===== src/rtl/serial_ripple_subtractor_pkg.sv =====
// ---------------------------------------------------------------------------
// sub_pkg
// Shared definitions for the bit-serial ripple-borrow subtractor:
//   - state_t   : controller states (IDLE, RUN, DONE)
//   - WIDTH_DEF : default operand width
//   - cntWidth  : width of the bit counter needed to count 0..width
// No ports (package).
// ---------------------------------------------------------------------------
package sub_pkg;

  // Controller states of the serial subtractor.
  typedef enum logic [1:0] {
    IDLE = 2'd0,
    RUN  = 2'd1,
    DONE = 2'd2
  } state_t;

  // Default operand/result width.
  localparam int WIDTH_DEF = 4;

  // Bit-counter width: enough bits to hold the values 0..width.
  function automatic int cntWidth(input int width);
    return $clog2(width + 1);
  endfunction

endpackage


===== src/rtl/serial_ripple_subtractor_cell.sv =====
// ---------------------------------------------------------------------------
// full_subtractor_cell
// Purely combinational one-bit full subtractor: computes a - b - bin.
// Ports:
//   a    : minuend bit
//   b    : subtrahend bit
//   bin  : borrow in
//   d    : difference bit
//   bout : borrow out
// ---------------------------------------------------------------------------
module full_subtractor_cell (
  input  logic a,
  input  logic b,
  input  logic bin,
  output logic d,
  output logic bout
);

  // A borrow leaves this bit when b exceeds a outright, or when the bits are
  // equal and a borrow is already coming in.
  always_comb begin
    d    = a ^ b ^ bin;
    bout = (~a & b) | (~(a ^ b) & bin);
  end

endmodule


===== src/rtl/serial_ripple_subtractor.sv =====
// ---------------------------------------------------------------------------
// serial_ripple_subtractor
// Bit-serial ripple-borrow subtractor: out = x - y - borrowin, one bit per
// clock, LSB first, through a single full_subtractor_cell.
// Optional feature macro: SERIAL_SUB_OVERFLOW_EN (registers the signed
// overflow flag; when undefined the overflow port is tied to 0).
// Ports:
//   clk, rst_n      : clock, asynchronous active-low reset
//   start, ready    : request handshake (accepted when both are 1)
//   x, y, borrowin  : operands, sampled on the accept edge
//   valid, ack      : result handshake (result taken when both are 1)
//   out, borrowout  : difference and final borrow
//   overflow        : signed overflow flag
// ---------------------------------------------------------------------------
module serial_ripple_subtractor
  import sub_pkg::*;
#(
  parameter int WIDTH = WIDTH_DEF,
  parameter int CNT_W = cntWidth(WIDTH)
) (
  input  logic             clk,
  input  logic             rst_n,
  input  logic             start,
  input  logic [WIDTH-1:0] x,
  input  logic [WIDTH-1:0] y,
  input  logic             borrowin,
  output logic             ready,
  output logic             valid,
  input  logic             ack,
  output logic [WIDTH-1:0] out,
  output logic             borrowout,
  output logic             overflow
);

  state_t             state_q, state_d;
  logic [WIDTH-1:0]   x_q, y_q, out_q;
  logic [CNT_W-1:0]   bitCnt_q;
  logic               borrow_q;
  logic               borrowOut_q;

  logic               accept;
  logic               lastBit;
  logic [WIDTH-1:0]   bitMask;
  logic               xBit, yBit;
  logic               diffBit, borrowNext;

  assign accept  = (state_q == IDLE) && start;
  assign lastBit = (bitCnt_q == CNT_W'(WIDTH - 1));

  // One-hot select of the bit being processed; avoids indexing with a counter
  // whose width differs from the operand index width.
  assign bitMask = WIDTH'(1) << bitCnt_q;
  assign xBit    = |(x_q & bitMask);
  assign yBit    = |(y_q & bitMask);

  full_subtractor_cell uCell (
    .a    (xBit),
    .b    (yBit),
    .bin  (borrow_q),
    .d    (diffBit),
    .bout (borrowNext)
  );

  // State register: reset aborts any operation in flight.
  always_ff @(posedge clk or negedge rst_n) begin
    if (!rst_n) state_q <= IDLE;
    else        state_q <= state_d;
  end

  // Next-state logic: start only counts in IDLE, ack only counts in DONE.
  always_comb begin
    state_d = state_q;
    unique case (state_q)
      IDLE:    if (start)   state_d = RUN;
      RUN:     if (lastBit) state_d = DONE;
      DONE:    if (ack)     state_d = IDLE;
      default:              state_d = IDLE;
    endcase
  end

  // Handshake outputs decoded from the state.
  always_comb begin
    ready = (state_q == IDLE);
    valid = (state_q == DONE);
  end

  // Datapath: latch operands on accept, then fold one difference bit per RUN
  // cycle into the result. Result bits not yet written stay 0 because the
  // result register is cleared on accept and only ORed into.
  always_ff @(posedge clk or negedge rst_n) begin
    if (!rst_n) begin
      x_q         <= '0;
      y_q         <= '0;
      out_q       <= '0;
      bitCnt_q    <= '0;
      borrow_q    <= 1'b0;
      borrowOut_q <= 1'b0;
    end else if (accept) begin
      x_q         <= x;
      y_q         <= y;
      out_q       <= '0;
      bitCnt_q    <= '0;
      borrow_q    <= borrowin;
      borrowOut_q <= 1'b0;
    end else if (state_q == RUN) begin
      out_q    <= out_q | (bitMask & {WIDTH{diffBit}});
      borrow_q <= borrowNext;
      bitCnt_q <= bitCnt_q + CNT_W'(1);
      if (lastBit) borrowOut_q <= borrowNext;
    end
  end

  assign out       = out_q;
  assign borrowout = borrowOut_q;

`ifdef SERIAL_SUB_OVERFLOW_EN
  logic overflow_q;

  // Signed overflow: operand signs differ and the result sign differs from
  // the minuend. The result MSB is the difference bit produced on the last
  // RUN cycle, so it is taken straight from the cell.
  always_ff @(posedge clk or negedge rst_n) begin
    if (!rst_n) begin
      overflow_q <= 1'b0;
    end else if (accept) begin
      overflow_q <= 1'b0;
    end else if ((state_q == RUN) && lastBit) begin
      overflow_q <= (x_q[WIDTH-1] != y_q[WIDTH-1]) && (diffBit != x_q[WIDTH-1]);
    end
  end

  assign overflow = overflow_q;
`else
  assign overflow = 1'b0;
`endif

endmodule


===== config.mk =====
export PLATFORM = sky130hd
export DESIGN_NAME = serial_ripple_subtractor
export DESIGN_NICKNAME = d
export VERILOG_FILES = /design/src/rtl/serial_ripple_subtractor_pkg.sv /design/src/rtl/serial_ripple_subtractor_cell.sv /design/src/rtl/serial_ripple_subtractor.sv
export SDC_FILE = /design/constraint.sdc
export NUM_CORES = 1
export LEC_CHECK = 0
export BUFFER_PORTS_ARGS = -buffer_cell sky130_fd_sc_hd__buf_2
export CORE_ASPECT_RATIO = 1.1
export CORE_UTILIZATION = 46
export DETAILED_ROUTE_END_ITERATION = 8
export PLACE_DENSITY = 0.76
export SYNTH_ARGS = -nofsm -noshare
export SYNTH_HDL_FRONTEND = slang
export SYNTH_SLANG_ARGS = --single-unit

===== constraint.sdc =====
create_clock -name clk -period 2.3 [get_ports clk]
set_clock_uncertainty 0.1 [all_clocks]
set_input_delay 0.46 -clock clk [delete_from_list [all_inputs] [get_ports clk]]
set_output_delay 0.46 -clock clk [all_outputs]
set_load 0.01 [all_outputs]

* Word level (Yosys, flattened, before mapping)
Index checks and enable logic that the tools add are counted. Widths: inputs -> output; s select.
Cells by class: shift operators 1, bitwise gates (word level) 11, equality and inequality tests 6, reductions and logical operators 8, muxes and demuxes 13, $add $sub $neg 1
Operator list (number):
- $and 4x4->4 | 3
- $mux 4 | 2
- $reduce_or 4->1 | 2
- $mux 2 | 3
- $mux 3 | 2
- $pmux 2 s3 | 1
- $mux 1 | 5
- $ne 2x2->1 const B | 2
- $or 4x4->4 | 1
- $reduce_bool 2->1 | 2
- $shl 1x3->4 const A | 1
- $add 3x1->3 const B | 1
- $eq 3x2->1 const B | 1
- $reduce_and 3->1 | 1
- $and 1x1->1 | 2
- $eq 2x1->1 const B | 1
- $eq 2x2->1 const B | 1
- $logic_not 2->1 | 1
- $ne 2x1->1 const B | 1
- $not 1->1 | 2
- $reduce_and 2->1 | 1
- $xor 1x1->1 | 2
- $logic_and 1x1->1 | 1
- $or 1x1->1 | 1
Storage, ports and cells: input bits 13, word-level logic and storage cells 47, output and inout bits 8, register bits after elaboration 19

* Depth between registers and ports, before layout
Gate-level depths: netlist of run 1.
depth after elaboration 10, gate-level depth with buffers 9, gate-level depth less buffers 9

* Modules after synthesis
Synthesis of run 1 repeated with hierarchy kept, for this count alone.
Unflattened totals: cell total of the unflattened synthesis 84, area total of the unflattened synthesis 1018.5 um^2
Modules (own cells, without submodules):
- serial_ripple_subtractor | sequential area each 475.5 um^2, area an instance 987.2 um^2, cells an instance 80, times used 1
- full_subtractor_cell | sequential area each 0.0 um^2, area an instance 31.3 um^2, cells an instance 4, times used 1

* Worst setup path after synthesis of run 1
No wires, ideal clock.
path kind register to register, from register bitCnt_q[0], to register out_q[0] (netlist: out[0]), path buffers 0, data required time 2128 ps, library setup time 72 ps, data arrival time 2228 ps, stages on the path, launching flop included 10, path slack -100 ps, clock period less this slack 2400 ps, cells stage by stage dfrtp_1 inv_1 ha_1 a222oi_1 nor2_1 a21oi_1 fa_1 nor4b_1 a21oi_1 nor2_1
Between the ends: longest elaborated chain between the ends 9, elaborated cells between the ends (all ways) 11, classes of those cells shift (1); mux (2); bitwise (6); reduce/logical (2)
RTL lines:
- start, declared | RTL line serial_ripple_subtractor.sv:37 | logic [CNT_W-1:0] bitCnt_q;
- start signal, assigned | RTL line serial_ripple_subtractor.sv:108 | bitCnt_q <= bitCnt_q + CNT_W'(1);
- $shl 1x3->4 (*) | RTL line serial_ripple_subtractor.sv:52 | assign bitMask = WIDTH'(1) << bitCnt_q;
- $and 4x4->4 (on tied branches) | RTL line serial_ripple_subtractor.sv:53, serial_ripple_subtractor.sv:54
- $reduce_or 4->1 (on tied branches) | RTL line serial_ripple_subtractor.sv:53, serial_ripple_subtractor.sv:54
- $xor 1x1->1 (2 in series) | RTL line serial_ripple_subtractor_cell.sv:22 | d = a ^ b ^ bin;
- $and 4x4->4 (*) | RTL line serial_ripple_subtractor.sv:106 | out_q <= out_q | (bitMask & {WIDTH{diffBit}});
- $or 4x4->4 (*) | RTL line serial_ripple_subtractor.sv:106
- $mux 4 (*) | RTL line serial_ripple_subtractor.sv:105 | end else if (state_q == RUN) begin
- $mux 4 (*) | RTL line serial_ripple_subtractor.sv:98 | end else if (accept) begin
- end signal, assigned | RTL line serial_ripple_subtractor.sv:106
- end, declared | RTL line serial_ripple_subtractor.sv:36 | logic [WIDTH-1:0] x_q, y_q, out_q;
Mark *: on every way between the ends. The rest lies on a longest branch, timed or not. The select of a mux whose other input is x is not followed. A chain may end at the register's enable or synchronous reset.

* Worst setup path in the final report of run 1
from register bitCnt_q[0], to register out_q[2] (netlist: out[2])
The elaborated chain is that of the path after synthesis.

==> run summary, run 1 <==
The count of flip-flops with a built-in enable after synthesis is 0, and the die width is 45.1 microns. Share of synthesized registers carrying an async set or reset: 1.00. IR analysis of the VDD net gives a maximum drop of 662 uV. In this run the deepest clock path goes through 2 buffers. The tree is rooted in a sky130_fd_sc_hd__clkbuf_4.

The clock reaches the later pin of the worst-skew pair after 0.31 ns. The initial cell density of the core came out at 0.511. The flow ran to the end, but the final reports show violations. Input and output buffers added on the ports amount to 19. The routed layout has 677 vias. Initial antenna violation count: 0. The synthesized netlist net count was 100. The class of the most critical setup path was reg -> reg. The detailed-route wire length is 1.74 mm, and the highest achievable clock rate is 421 MHz. The run gives 0.618 as the core utilization of the finished layout. The die extent in y was 49.4 microns.

Setup repair after global routing could not meet its margin everywhere. After routing, the total negative slack on setup checks comes to -0.211 ns. Averaged over all synthesized cells, the footprint is 11.6 sq um.

After synthesis, the largest family of logic cells by area is compound AO/OA/AOI/OAI gates. Remaining antenna violation count after routing: 0. Routability-driven placement finished with a final weighted congestion of 0.784. The tools report the total routing resource utilization after global routing as 0.188. The xor-xnor portion of the synthesized cell area was 0. The first global-routing pass estimated 2.98 mm of wire. Global routing finished with a remaining overflow of 0. The run gives 662 as the via count of the first global-routing pass. The multiplexer share of the synthesized area was 0.124; the minimum hold slack was 0.204 ns. The register bit total from synthesis works out to 19. The final critical-path required period is 2.38 ns. The netlist uses 25 different library cells. In this run the static leakage power is 0.000555 uW.

Setup violations remaining at the end of the flow were counted as 3. In this run the power density over the cells is 1470 nW/um^2. The tool flagged a number of max-cap violations equal to 0. The finished cells cover 1140 sq um.

During I/O placement, the number of pins put on the boundary was 21. The number of antenna diodes in the final layout is 0. The class of the worst hold path was in -> reg. Summing all placed instances gives a cell area of 1080 sq um. The checks that failed: negative setup slack.

Of all nets on the critical path, the largest fanout is 3. The share of the clock period used by the worst path was 1.03. Clock-pin slew was measured on the worst setup and hold paths at 0.10 ns.

The netlist area before placement is 941 sq um, and the post-DP HPWL is 1.31 mm. Entering global routing, the biggest net connects 20 pins. STA classifies the critical path endpoint as a register.

The relative area change from synthesis to final layout was 21.0%; the H-tree level count was 1. The adder-cell share of the synthesized area was 0.0878; the final routed wire length divided by cell count was 13.1 microns. The number of nets at the end of the flow is 126. The library cells used most frequently in the layout, excluding fill and tap cells, are sky130_fd_sc_hd__dfrtp_1, sky130_fd_sc_hd__buf_2, sky130_fd_sc_hd__a21oi_1, sky130_fd_sc_hd__nor2_1, sky130_fd_sc_hd__mux2_4.

The die covers 2230 sq um. The max-slew violation total from the final report is 0, and the post-detailed-route via-to-cell ratio is 5.09. The length of the first detailed-routing pass in iterations is 4, and the arrival time of data at the critical path endpoint is 2.52 ns. Number of buffers inserted during clock tree synthesis: 3. The logs give 8 for the number of DRC violations after detailed-routing iteration 0 and 16 for the number of standard-cell rows in the floorplan.

The sequential share of the synthesized area came out at 0.505. For this run, design rule violations remaining after detail routing come to 0. The basic-gate share of the synthesized area counting and, or, nand and nor cells was 0.0997. The Yosys step of the flow raised 0 warnings. Clock tree synthesis found a total of 19 sinks.

TritonCTS built the clock tree. In the synthesized netlist the dominant register cell turns out to be sky130_fd_sc_hd__dfrtp_1. The core region is 1840 sq um. The final number of hold-violating endpoints was 0. The tools report the worst setup slack before clock tree synthesis as -0.212 ns.

The worst setup slack after layout came out at -0.0750 ns. The worst setup path is launched from a register. After technology mapping, the gate count stands at 81. The ratio of cells with drive above 1 in the final layout is 0.406, and the required time reported for the critical path endpoint is 2.44 ns. The compound-cell area share of the yosys netlist came out at 0.130.
[routing by layer]
metal / vias up / global-route usage / share of wire
met4: 0 / 0.0758 / 0.018
met1: 332 / 0.255 / 0.47
met2: 13 / 0.271 / 0.47
met5: - / 0 / 0
li1: 327 / - / -
met3: 5 / 0.0667 / 0.037
[report_power, final]
group | switching (uW) | internal [uW]
combinational | 392 | 457
sequential | 156 | 498
clock | 102 | 67.8
total | 650 | 1020
[Yosys cell counts (2+ instances only)]
| cell | count | area share |
|---|---|---|
| sky130_fd_sc_hd__ha_1 | 5 | 0.066 |
| sky130_fd_sc_hd__dfrtp_1 | 19 | 0.51 |
| sky130_fd_sc_hd__a222oi_1 | 2 | 0.021 |
| sky130_fd_sc_hd__nor2_1 | 7 | 0.028 |
| sky130_fd_sc_hd__inv_1 | 6 | 0.024 |
| sky130_fd_sc_hd__o22ai_1 | 2 | 0.013 |
| sky130_fd_sc_hd__nand2_1 | 5 | 0.020 |
| sky130_fd_sc_hd__mux2_4 | 7 | 0.11 |
| sky130_fd_sc_hd__a21oi_1 | 9 | 0.048 |
| sky130_fd_sc_hd__o21ai_0 | 4 | 0.021 |
[sequential cells by signal, summed over array words and instances, names as in the netlist]
register,flops
state_q,2
bitCnt_q,3
out,4
y_q,4
borrowout,1
borrow_q,1
x_q,4
[worst paths after layout]
path,start,end,slack [ns],cells past startpoint
hold / removal,ack,state_q[1]$_DFFE_PN0P_,0.20,2
max in group asynchronous,rst_n,state_q[0]$_DFFE_PN0P_,1.30,2
setup reg to reg,bitCnt_q[0]$_DFFE_PN0P_,out[2]$_DFFE_PN0P_,-0.08,8
hold reg to reg,out[1]$_DFFE_PN0P_,out[1]$_DFFE_PN0P_,0.42,2
setup / recovery,bitCnt_q[0]$_DFFE_PN0P_,out[2]$_DFFE_PN0P_,-0.08,8
min in group asynchronous,rst_n,borrow_q$_DFFE_PN0P_,0.51,2
[metrics by stage]
| stage | total power [uW] | cells |
|---|---|---|
| after floorplan | 1210 | 81 |
| final | 1670 | 133 |
| after detailed placement | 1440 | 128 |
| after CTS | 1680 | 133 |
| after global routing | 1830 | 133 |
| after global placement | 1400 | 128 |
[cells by family after synthesis]
group,count (synthesis)
AOI/OAI and AO/OA,20
DFF,19
and+or+nand+nor,18
buffers and inverters,9
muxes,8
adders and majority gates,6
other,1
[critical path, stage by stage, from the launching register on]
cell and delay, ns:
sky130_fd_sc_hd__dfrtp_1 0.43, sky130_fd_sc_hd__ha_2 0.21, sky130_fd_sc_hd__a222oi_1 0.33, sky130_fd_sc_hd__nor2_1 0.10
sky130_fd_sc_hd__a21oi_2 0.15, sky130_fd_sc_hd__fa_1 0.46, sky130_fd_sc_hd__nor4b_4 0.33, sky130_fd_sc_hd__a21oi_1 0.11
sky130_fd_sc_hd__nor2_1 0.10
[area by class of cell]
| class | count | area [sq um] |
|---|---|---|
| inverters | 6 | 22.5 |
| well taps | 27 | 33.8 |
| fillers | 162 | 703 |
| flip-flops and latches | 19 | 475 |
| repair buffers | 24 | 135 |
| multi-input cells | 53 | 445 |
| clock buffers | 4 | 26.3 |
[what timing repair did]
item,4_1_cts,5_1_grt
hold buffers,1,0
setup buffers,0,0
endpoints found under the hold margin,19,0
setup endpoints to repair,3,4
pin swaps,6,3
resized for setup,5,3
No activity file was read; power rests on OpenSTA's default activity.
==> run 2: changes to the inputs <==
CORE_UTILIZATION = 47   (was 46)
PLACE_DENSITY = 0.77   (was 0.76)
SYNTH_HIERARCHICAL = 1   (was not set)
==> run 2 against run 1 <==
Effect of this change:
- the run now ends clean
- register-to-register slack improved by 0.09 ns
- routed wire length is 9.8% higher
- via count rose by 4.3%
- first-iteration DRC count rose by 130%
- combinational power shrank 1%
- global-route usage is 0.67 points lower
- critical path type unchanged
==> run summary, run 2 <==
For this design the total switching power over the nets is 630 uW. The core utilization of the finished layout is 0.591, and the die area is 2360 sq um. In this run, the number of DRC markers left after iteration 0 of detailed routing was 18. Routability-driven placement finished with a final weighted congestion of 0.750.

The sum of routed wire segments on met1 is 814 microns, and the highest net fanout along the worst path is 3. Element type at the critical path start: a register. The worst setup slack before clock tree synthesis is -0.0726 ns.

Entering global routing, the biggest net connects 20 pins. The commonest cells after synthesis are sky130_fd_sc_hd__dfrtp_1, sky130_fd_sc_hd__inv_1, sky130_fd_sc_hd__mux2_4. The fraction of power consumed by the clock network is 0.101, and the ratio of cells with drive above 1 in the final layout is 0.402.

The initial antenna violation count is 0. Setup slack on the critical path of the routed design comes to 0.0145 ns. The synthesized netlist net count was 104; the switching power as a share of total power was 0.382. The proportion of power drawn by flip-flops and latches is 0.390. For this run, the top clock speed supported by timing is 438 MHz. Setup violations remaining at the end of the flow were counted as 0. The sequential share of the synthesized area is 0.467. The number of clock sinks is 19. The overall overflow remaining after global route is 0, and the die width is 46.4 microns.

The first detailed-routing pass ran for 6 iterations. In this run, CTS created clock tree buffers numbering 3. In the synthesized netlist the dominant register cell turns out to be sky130_fd_sc_hd__dfrtp_1. For the total routing resource utilization after global routing, the log shows 0.182. DRC violation count after routing: 0.

The total area inside the core boundary comes to 2020 sq um. Across the VDD grid, the largest voltage drop is 946 uV. In the post-synthesis netlist, the biggest area contributors are sky130_fd_sc_hd__dfrtp_1, sky130_fd_sc_hd__mux2_4, sky130_fd_sc_hd__ha_1.

Averaged over all synthesized cells, the footprint is 12.1 sq um. Clock transition at the registers of the reported paths: 0.10 ns. Detailed placement finished with a half-perimeter wire length of 1.36 mm. The largest area contributor in the netlist was sky130_fd_sc_hd__dfrtp_1. The max-cap check violation count is 0. The mapped netlist covers 1020 sq um. The run gives 675 as the via count of the first global-routing pass. The wire length of the first global-routing pass is 3.02 mm, and the clock insertion delay at the later pin of the skew report is 0.30 ns. The logs give 2.40 ns for the arrival time of data at the critical path endpoint and 0.000597 uW for the cell leakage power.

After synthesis the netlist holds a flip-flop and latch count of 19. The share of synthesized registers carrying an async set or reset was 1.00; the final routed wire length divided by cell count was 14.2 microns. Power spread over the standard cell area amounts to 1380 nW/um^2. The cell with the most instances after synthesis was sky130_fd_sc_hd__dfrtp_1. The run gives 135 as the final standard cell count with taps included and fillers excluded. The critical path capture point type was a register. The run gives 0 as the final number of hold-violating endpoints. The worst hold path belongs to the class in -> reg. For the worst setup path, the data required time is 2.42 ns. The share of the clock period used by the worst path is 0.994. In this run the tool buffered the top-level ports with 19 buffer cells. The detailed-route wire length is 1.91 mm, and the I/O pin count is 21. The detailed router used layers up to and including met4. The H-tree level count is 1, and the relative area change from synthesis to final layout is 17.2%. The clock root buffer is sky130_fd_sc_hd__clkbuf_4. The class of the most critical setup path is reg -> reg. The clock period could shrink to 2.29 ns. The run gives 0.504 as the initial cell density of the core. TritonCTS built the clock tree.

The run gives 996 microns as the detailed route wirelength on metal2. The max-slew violation total from the final report is 0. Counting flops with a built-in enable in the synthesized netlist gives 0.

In the layout the commonest cells are sky130_fd_sc_hd__dfrtp_1, sky130_fd_sc_hd__buf_2, sky130_fd_sc_hd__inv_1, sky130_fd_sc_hd__mux2_4. The share of Yosys cell area claimed by the top area cell type was 0.467; the post-detailed-route via-to-cell ratio was 5.23. The run finished with clean final reports. The final route contains 706 vias.

The floorplan has 17 rows. The internal portion of the total power is 1020 uW. The detail route stage leaves a number of antenna-violating nets equal to 0. The die is 50.8 microns tall. The combinational cell fraction of total power is 0.508.

The maximum clock insertion buffer count is 2. The run gives 6 as the synthesis warning total. The run gives 30 as the number of library cell types mapped by synthesis.

Once placement completed, the tool counted placed cells totaling 130. The tools report the number of nets at the end of the flow as 128. Final antenna diode count: 0.

Setup repair after global routing could not meet its margin everywhere. Counting every instance in the synthesized netlist gives 84. The run gives 89 microns as the sum of met3 wire segment lengths after detailed routing.
run 2: changes by cell type after synthesis, moves of 2 or more:
| cell | delta |
|---|---|
| sky130_fd_sc_hd__a21oi_1 | -8 |
| sky130_fd_sc_hd__inv_1 | +6 |
| sky130_fd_sc_hd__a211oi_1 | +3 |
| sky130_fd_sc_hd__nor2_1 | -3 |
| sky130_fd_sc_hd__a22o_1 | +2 |
| sky130_fd_sc_hd__o21ai_0 | -2 |
| sky130_fd_sc_hd__o22ai_1 | -2 |
run 2: area by class of cell:
class | instances | area [sq um]
Timing Repair Buffer | 23 | 128
Fill cell | 180 | 827
Clock buffer | 4 | 26.3
Tap cell | 28 | 35.0
Inverter | 12 | 45.0
Multi-Input combinational cell | 49 | 484
Sequential cell | 19 | 475
run 2: power by group through the flow:
stage	logic (uW)	clock network, uW	registers [uW]
2_1_floorplan	631	0	591
3_3_place_gp	759	0	636
3_5_place_dp	801	0	643
4_1_cts	825	173	643
5_1_grt	916	187	667
6_report	837	167	643
run 2: logic make-up after synthesis:
family                     count (synthesis)  share of synthesized area
DFF                                       19                      0.467
and+or+nand+nor                           17                      0.112
buffers and inverters                     16                     0.0725
AOI/OAI and AO/OA                         15                      0.127
muxes                                      9                      0.125
adders and majority gates                  7                     0.0934
other                                      1                    0.00368
run 2: layer usage:
metal | global-route usage | vias to the layer above
met1 | 0.221 | 352
li1 | - | 332
met3 | 0.0742 | 2
met2 | 0.292 | 20
met4 | 0.0441 | 0
met5 | 0 | -
run 2: per-stage QoR:
step	setup TNS (ns)	power, uW	hold WS [ns]	area, sq um
floorplan	0	1220	0.0644	1020
global placement	0	1400	0.314	1140
detailed placement	-0.176	1440	0.323	1140
CTS	0	1640	0.280	1180
global route	-0.346	1770	0.268	1190
finish	0	1650	0.286	1190
run 2: critical path, stage by stage (launching register included):
cell and delay, ns:
sky130_fd_sc_hd__dfrtp_1 0.41, sky130_fd_sc_hd__inv_2 0.07, sky130_fd_sc_hd__ha_2 0.19, sky130_fd_sc_hd__a222oi_1 0.33, sky130_fd_sc_hd__o21ai_1 0.14, sky130_fd_sc_hd__fa_1 0.52, sky130_fd_sc_hd__nand4bb_1 0.21, sky130_fd_sc_hd__a211oi_1 0.25
run 2: path summary, 6_finish.rpt:
kind	start	end	depth (start not counted)	slack, ns
min in group asynchronous	rst_n	x_q[1]$_DFFE_PN0N_	2	0.52
setup reg to reg	bitCnt_q[0]$_DFFE_PN0P_	out[2]$_DFFE_PN0P_	7	0.01
hold reg to reg	borrowout$_DFFE_PN0P_	borrowout$_DFFE_PN0P_	1	0.42
max in group asynchronous	rst_n	bitCnt_q[2]$_DFFE_PN0P_	2	1.27
setup / recovery	bitCnt_q[0]$_DFFE_PN0P_	out[2]$_DFFE_PN0P_	7	0.01
hold / removal	x[3]	x_q[3]$_DFFE_PN0N_	2	0.29
run 2: what timing repair did:
item,4_1_cts,5_1_grt
setup buffers,0,0
hold endpoints to repair,19,0
hold buffers,1,0
setup endpoints to repair,3,5
gates resized for setup,5,3
pin swaps,7,1
